<file path="config.mk">
export PLATFORM = sky130hd
export DESIGN_NAME = sw_debounce
export DESIGN_NICKNAME = d
export VERILOG_FILES = /design/src/rtl/sw_debounce.sv
export SDC_FILE = /design/constraint.sdc
export NUM_CORES = 1
export LEC_CHECK = 0
export BUFFER_PORTS_ARGS = -buffer_cell sky130_fd_sc_hd__clkbuf_2
export CAP_MARGIN = 25
export CORE_MARGIN = 4
export CORE_UTILIZATION = 59
export CTS_CLUSTER_DIAMETER = 30
export DETAILED_ROUTE_END_ITERATION = 8
export GPL_ROUTABILITY_DRIVEN = 1
export PLACE_DENSITY_LB_ADDON = 0.12
export SLEW_MARGIN = 30
export SYNTH_ARGS = -nofsm -noshare
export SYNTH_HDL_FRONTEND = slang
export SYNTH_SLANG_ARGS = --single-unit
</file>
<file path="constraint.sdc">
create_clock -name clk_sys_i -period 2.6 [get_ports clk_sys_i]
set_input_delay 0.26 -clock clk_sys_i [delete_from_list [all_inputs] [get_ports clk_sys_i]]
set_output_delay 0.26 -clock clk_sys_i [all_outputs]
set_load 0.01 [all_outputs]
</file>
<file path="src/rtl/sw_debounce.sv">
// Switch conditioning: 2-flop sync, per-channel debounce FSM, registered edge pulses.
// Optional sticky press flags are built when SW_DEBOUNCE_EVENT_EN is defined.
module sw_debounce #(
  parameter int NumSw          = 13,
  parameter int DebounceCycles = 30000
) (
  input  logic             clk_sys_i,
  input  logic             rst_sys_ni,
  input  logic [NumSw-1:0] sw_n_i,
  output logic [NumSw-1:0] sw_o,
  output logic [NumSw-1:0] rise_o,
  output logic [NumSw-1:0] fall_o,
  output logic [NumSw-1:0] event_o,
  input  logic [NumSw-1:0] clear_i
);

  localparam int              CntW      = $clog2(DebounceCycles + 1);
  localparam logic [CntW-1:0] CntLast   = CntW'(DebounceCycles - 1);
  localparam logic [CntW-1:0] CntOne    = CntW'(1);
  localparam bit              Immediate = (DebounceCycles == 1);

  typedef enum logic {
    STABLE   = 1'b0,
    COUNTING = 1'b1
  } state_e;

  logic [NumSw-1:0] sync1_q;
  logic [NumSw-1:0] sync2_q;
  logic [NumSw-1:0] s;

  // Pads idle high (pull-ups), so the synchroniser resets to "released".
  always_ff @(posedge clk_sys_i) begin
    if (!rst_sys_ni) begin
      sync1_q <= '1;
      sync2_q <= '1;
    end else begin
      sync1_q <= sw_n_i;
      sync2_q <= sync1_q;
    end
  end

  assign s = ~sync2_q;

  for (genvar i = 0; i < NumSw; i++) begin : g_ch
    state_e          state_q;
    logic [CntW-1:0] cnt_q;
    logic            sw_q;
    logic            rise_q;
    logic            fall_q;

    always_ff @(posedge clk_sys_i) begin
      if (!rst_sys_ni) begin
        state_q <= STABLE;
        cnt_q   <= '0;
        sw_q    <= 1'b0;
        rise_q  <= 1'b0;
        fall_q  <= 1'b0;
      end else begin
        rise_q <= 1'b0;
        fall_q <= 1'b0;
        case (state_q)
          STABLE: begin
            if (s[i] == sw_q) begin
              cnt_q <= '0;
            end else if (Immediate) begin
              sw_q   <= s[i];
              rise_q <= s[i];
              fall_q <= ~s[i];
              cnt_q  <= '0;
            end else begin
              state_q <= COUNTING;
              cnt_q   <= CntOne;
            end
          end
          COUNTING: begin
            if (s[i] == sw_q) begin
              // Bounced back before the level was trusted.
              state_q <= STABLE;
              cnt_q   <= '0;
            end else if (cnt_q == CntLast) begin
              sw_q    <= s[i];
              rise_q  <= s[i];
              fall_q  <= ~s[i];
              cnt_q   <= '0;
              state_q <= STABLE;
            end else begin
              cnt_q <= cnt_q + CntOne;
            end
          end
          default: begin
            state_q <= STABLE;
            cnt_q   <= '0;
          end
        endcase
      end
    end

    assign sw_o[i]   = sw_q;
    assign rise_o[i] = rise_q;
    assign fall_o[i] = fall_q;
  end

`ifdef SW_DEBOUNCE_EVENT_EN
  logic [NumSw-1:0] event_q;

  // Set wins over a same-cycle clear.
  always_ff @(posedge clk_sys_i) begin
    if (!rst_sys_ni) begin
      event_q <= '0;
    end else begin
      event_q <= rise_o | (event_q & ~clear_i);
    end
  end

  assign event_o = event_q;
`else
  logic unused_clear;
  assign unused_clear = ^clear_i;
  assign event_o      = '0;
`endif

endmodule

</file>
==> metrics <==
status=finished, final reports clean; wire per inst=12.6 um; endpoints failing setup=0; total power=0.0111 W; first-pass detailed-route iteration total=4; pin count of the biggest net entering global routing=44; grt ovf=0; type of the most critical hold path=in2reg; die footprint=0.0219 mm2; Worst-Skew Late Latency=0.53 ns; total global-route track usage=19.2%; # nets final=1381; final worst slack=0.609 ns; minimum clock period=1.99 ns; startpoint class of the critical path=flip-flop; prevailing post-synth register cell=dfxtp_1; ANT cells=0; syn avg cell area=8.97 um2; WP data arrival=2.38 ns; Yosys top cell area share=47.2%; synth warn=0; PortBufs=53; Die Wd=148 um; Vias/cell=5.18; # DRC=0; Initial Util=60.8%; Bufs on Longest Clock Path=3; Async SR Flop Fraction=0%; via count=8495; fmax=502 MHz; final hold vios=0; post-cts sizing count=0; multi-input logic area=0.00541 mm2; Lkg Pwr=4.36 nW; non-filler cells, final=1641; vias in the first global route=8092; crit path max fanout=14; sequential area share after synthesis=47.2%; Syn Inst Count=1290; layout cells sized above 1=11.8%; post-place setup slack=0.633 ns; Power Density=813 mW/mm2; Iter 0 DRT Violations=318; cell area after synthesis=0.0116 mm2; area delta synth->final=17.5%; Critical Path RT=2.99 ns; initial antenna violation count=0; max-cap violation count=0; largest area contributor in the synthesized netlist=dfxtp_1; top cells by area, synth=dfxtp_1, xnor2_1, nor2_1, buf_4, nand3_1; Final ANT Viol Nets=0; RSZ-0062 raised after global routing=false; hold path depth=3; clk_skew=0.0155 ns; type of the worst setup path=reg2reg; critical path, cell by cell=ha_1 -> nand3_1 -> nor4_1 -> nand3b_1 -> nor2_1; Worst Setup End Kind=flip-flop; Max VDD drop=0.669 mV; EDFF count, synth=0; Register Area=0.00547 mm2; Final TNS setup=0 ns; core area=0.0190 mm2; fillers=1493; Die H=148 um; TritonCTS clock tree=done; Worst-path clk slew=0.05 ns; DPL Wire Length=13.6 mm; number of synthesized register bits=273; Placed Cells=1534; Routed WL=20.7 mm; Core Rows=50; io pins=80; synth unique cells=50; GP Congestion=0.831; FF-to-FF path depth=5; clk root buf=clkbuf_16; CTS Sinks=273; Tcrit/Tclk final=76.6%; first-pass GRT wire length=36.4 mm; fin. max-slew vios=0; Slew headroom=58.2%; H-Tree Depth=2; cts bufs inserted=51; CP max stage cell=nand3b_1; CP max stage delay=0.49 ns; Least-Margin Pin Slew=0.621 ns
-- per-stage QoR --
stage / utilization [%] / hold slack (ns) / area, um2
4_1_cts: 71.5 / 0.184 / 13600
3_5_place_dp: 61.4 / 0.394 / 11700
6_report: 71.5 / 0.188 / 13600
3_3_place_gp: 61.4 / 0.392 / 11700
5_1_grt: 71.5 / 0.205 / 13600
2_1_floorplan: - / 0.361 / 11600
-- per-layer routing --
metal / share of wire, % / global-route usage [%] / vias up
met3: 3.5 / 3.69 / 33
met5: 0 / 0 / -
li1: - / - / 4418
met1: 49 / 25.5 / 3934
met2: 46 / 31.7 / 110
met4: 1.7 / 6.42 / 0
-- power by group --
group / switching (W) / total [W] / leakage, nW / internal [W]
clock network: 0.00222 / 0.00671 / 0.858 / 0.00449
logic: 0.0000584 / 0.000107 / 1.30 / 0.0000483
registers: 0.0000229 / 0.00425 / 2.21 / 0.00422
-- state kept, by name, indices dropped and copies added (netlist names) --
register / flops
sync1_q: 13
sync2_q: 13
g_ch.state_q: 13
g_ch.cnt_q: 195
g_ch.sw_q: 13
g_ch.rise_q: 13
g_ch.fall_q: 13
-- layout by cell type (no fill, tap or decap), drive strengths merged, types with 4 or more instances in the layout --
cell type / instances
dfxtp: 273
nor2: 233
xnor2: 142
clkbuf: 114
nand3: 80
nand2: 69
nor3: 59
inv: 56
nor4: 51
nand4: 47
xor2: 38
nand2b: 32
and3: 15
ha: 13
conb: 13
dlygate4sd3: 13
and4: 12
clkinv: 10
clkinvlp: 9
a211oi: 8
a21oi: 8
nand4b: 7
and2: 7
mux2i: 7
nor4b: 7
bufinv: 6
or2: 5
nor4bb: 5
or3: 4
a311oi: 4
or3b: 4
-- cells in the mapped netlist (7+ instances only) --
library cell / number
a211oi_1: 8
a21oi_1: 8
and2_1: 7
and3_1: 15
and4_1: 11
buf_4: 54
clkbuf_1: 19
dfxtp_1: 273
ha_1: 13
inv_1: 48
mux2i_1: 7
nand2_1: 69
nand2b_1: 32
nand3_1: 80
nand4_1: 47
nand4b_1: 7
nor2_1: 233
nor3_1: 59
nor4_1: 48
xnor2_1: 142
xor2_1: 38
-- final timing paths --
kind / slack (ns) / to / start
min reg2reg: 0.41 / sync2_q[4] / sync1_q[4]
min: 0.19 / g_ch[11].sw_q / rst_sys_ni
max reg2reg: 0.61 / g_ch[4].cnt_q[3] / g_ch[4].cnt_q[0]
max: 0.61 / g_ch[4].cnt_q[3] / g_ch[4].cnt_q[0]
-- kinds of logic (layout without fill, tap and decap cells) --
logic type                 Yosys count  count (layout)  share of synthesized area (%)
and+or+nand+nor                    654             654                           28.9
xor gates and xnor gates           180             180                           13.6
AOI/OAI and AO/OA                   30              30                           1.79
buffers and inverters              132             211                           6.41
muxes                                7               7                          0.605
adders and majority gates           13              13                           1.41
DFF                                273             273                           47.2
other                                1              13                         0.0324
-- cell type report --
type	instances	share of cell area (%)
Multi-Input combinational cell	897	39.8
Clock buffer	61	10.3
Tap cell	260	2.39
Timing Repair Buffer	69	3.07
Sequential cell	273	40.2
Clock inverter	33	2.88
Inverter	48	1.33
-- worst max-delay path, delay by kind of cell, from the launching register on --
family / cells / cell delay [ns]
simple gates: 4 / 1.28
flops: 1 / 0.37
fa+ha+maj: 1 / 0.22
-- repair_timing --
action	in CTS	in global routing
buffers inserted	0	0
endpoints found under the hold margin	13	0
hold buffers	13	0
No activity file was read; power rests on OpenSTA's default activity.
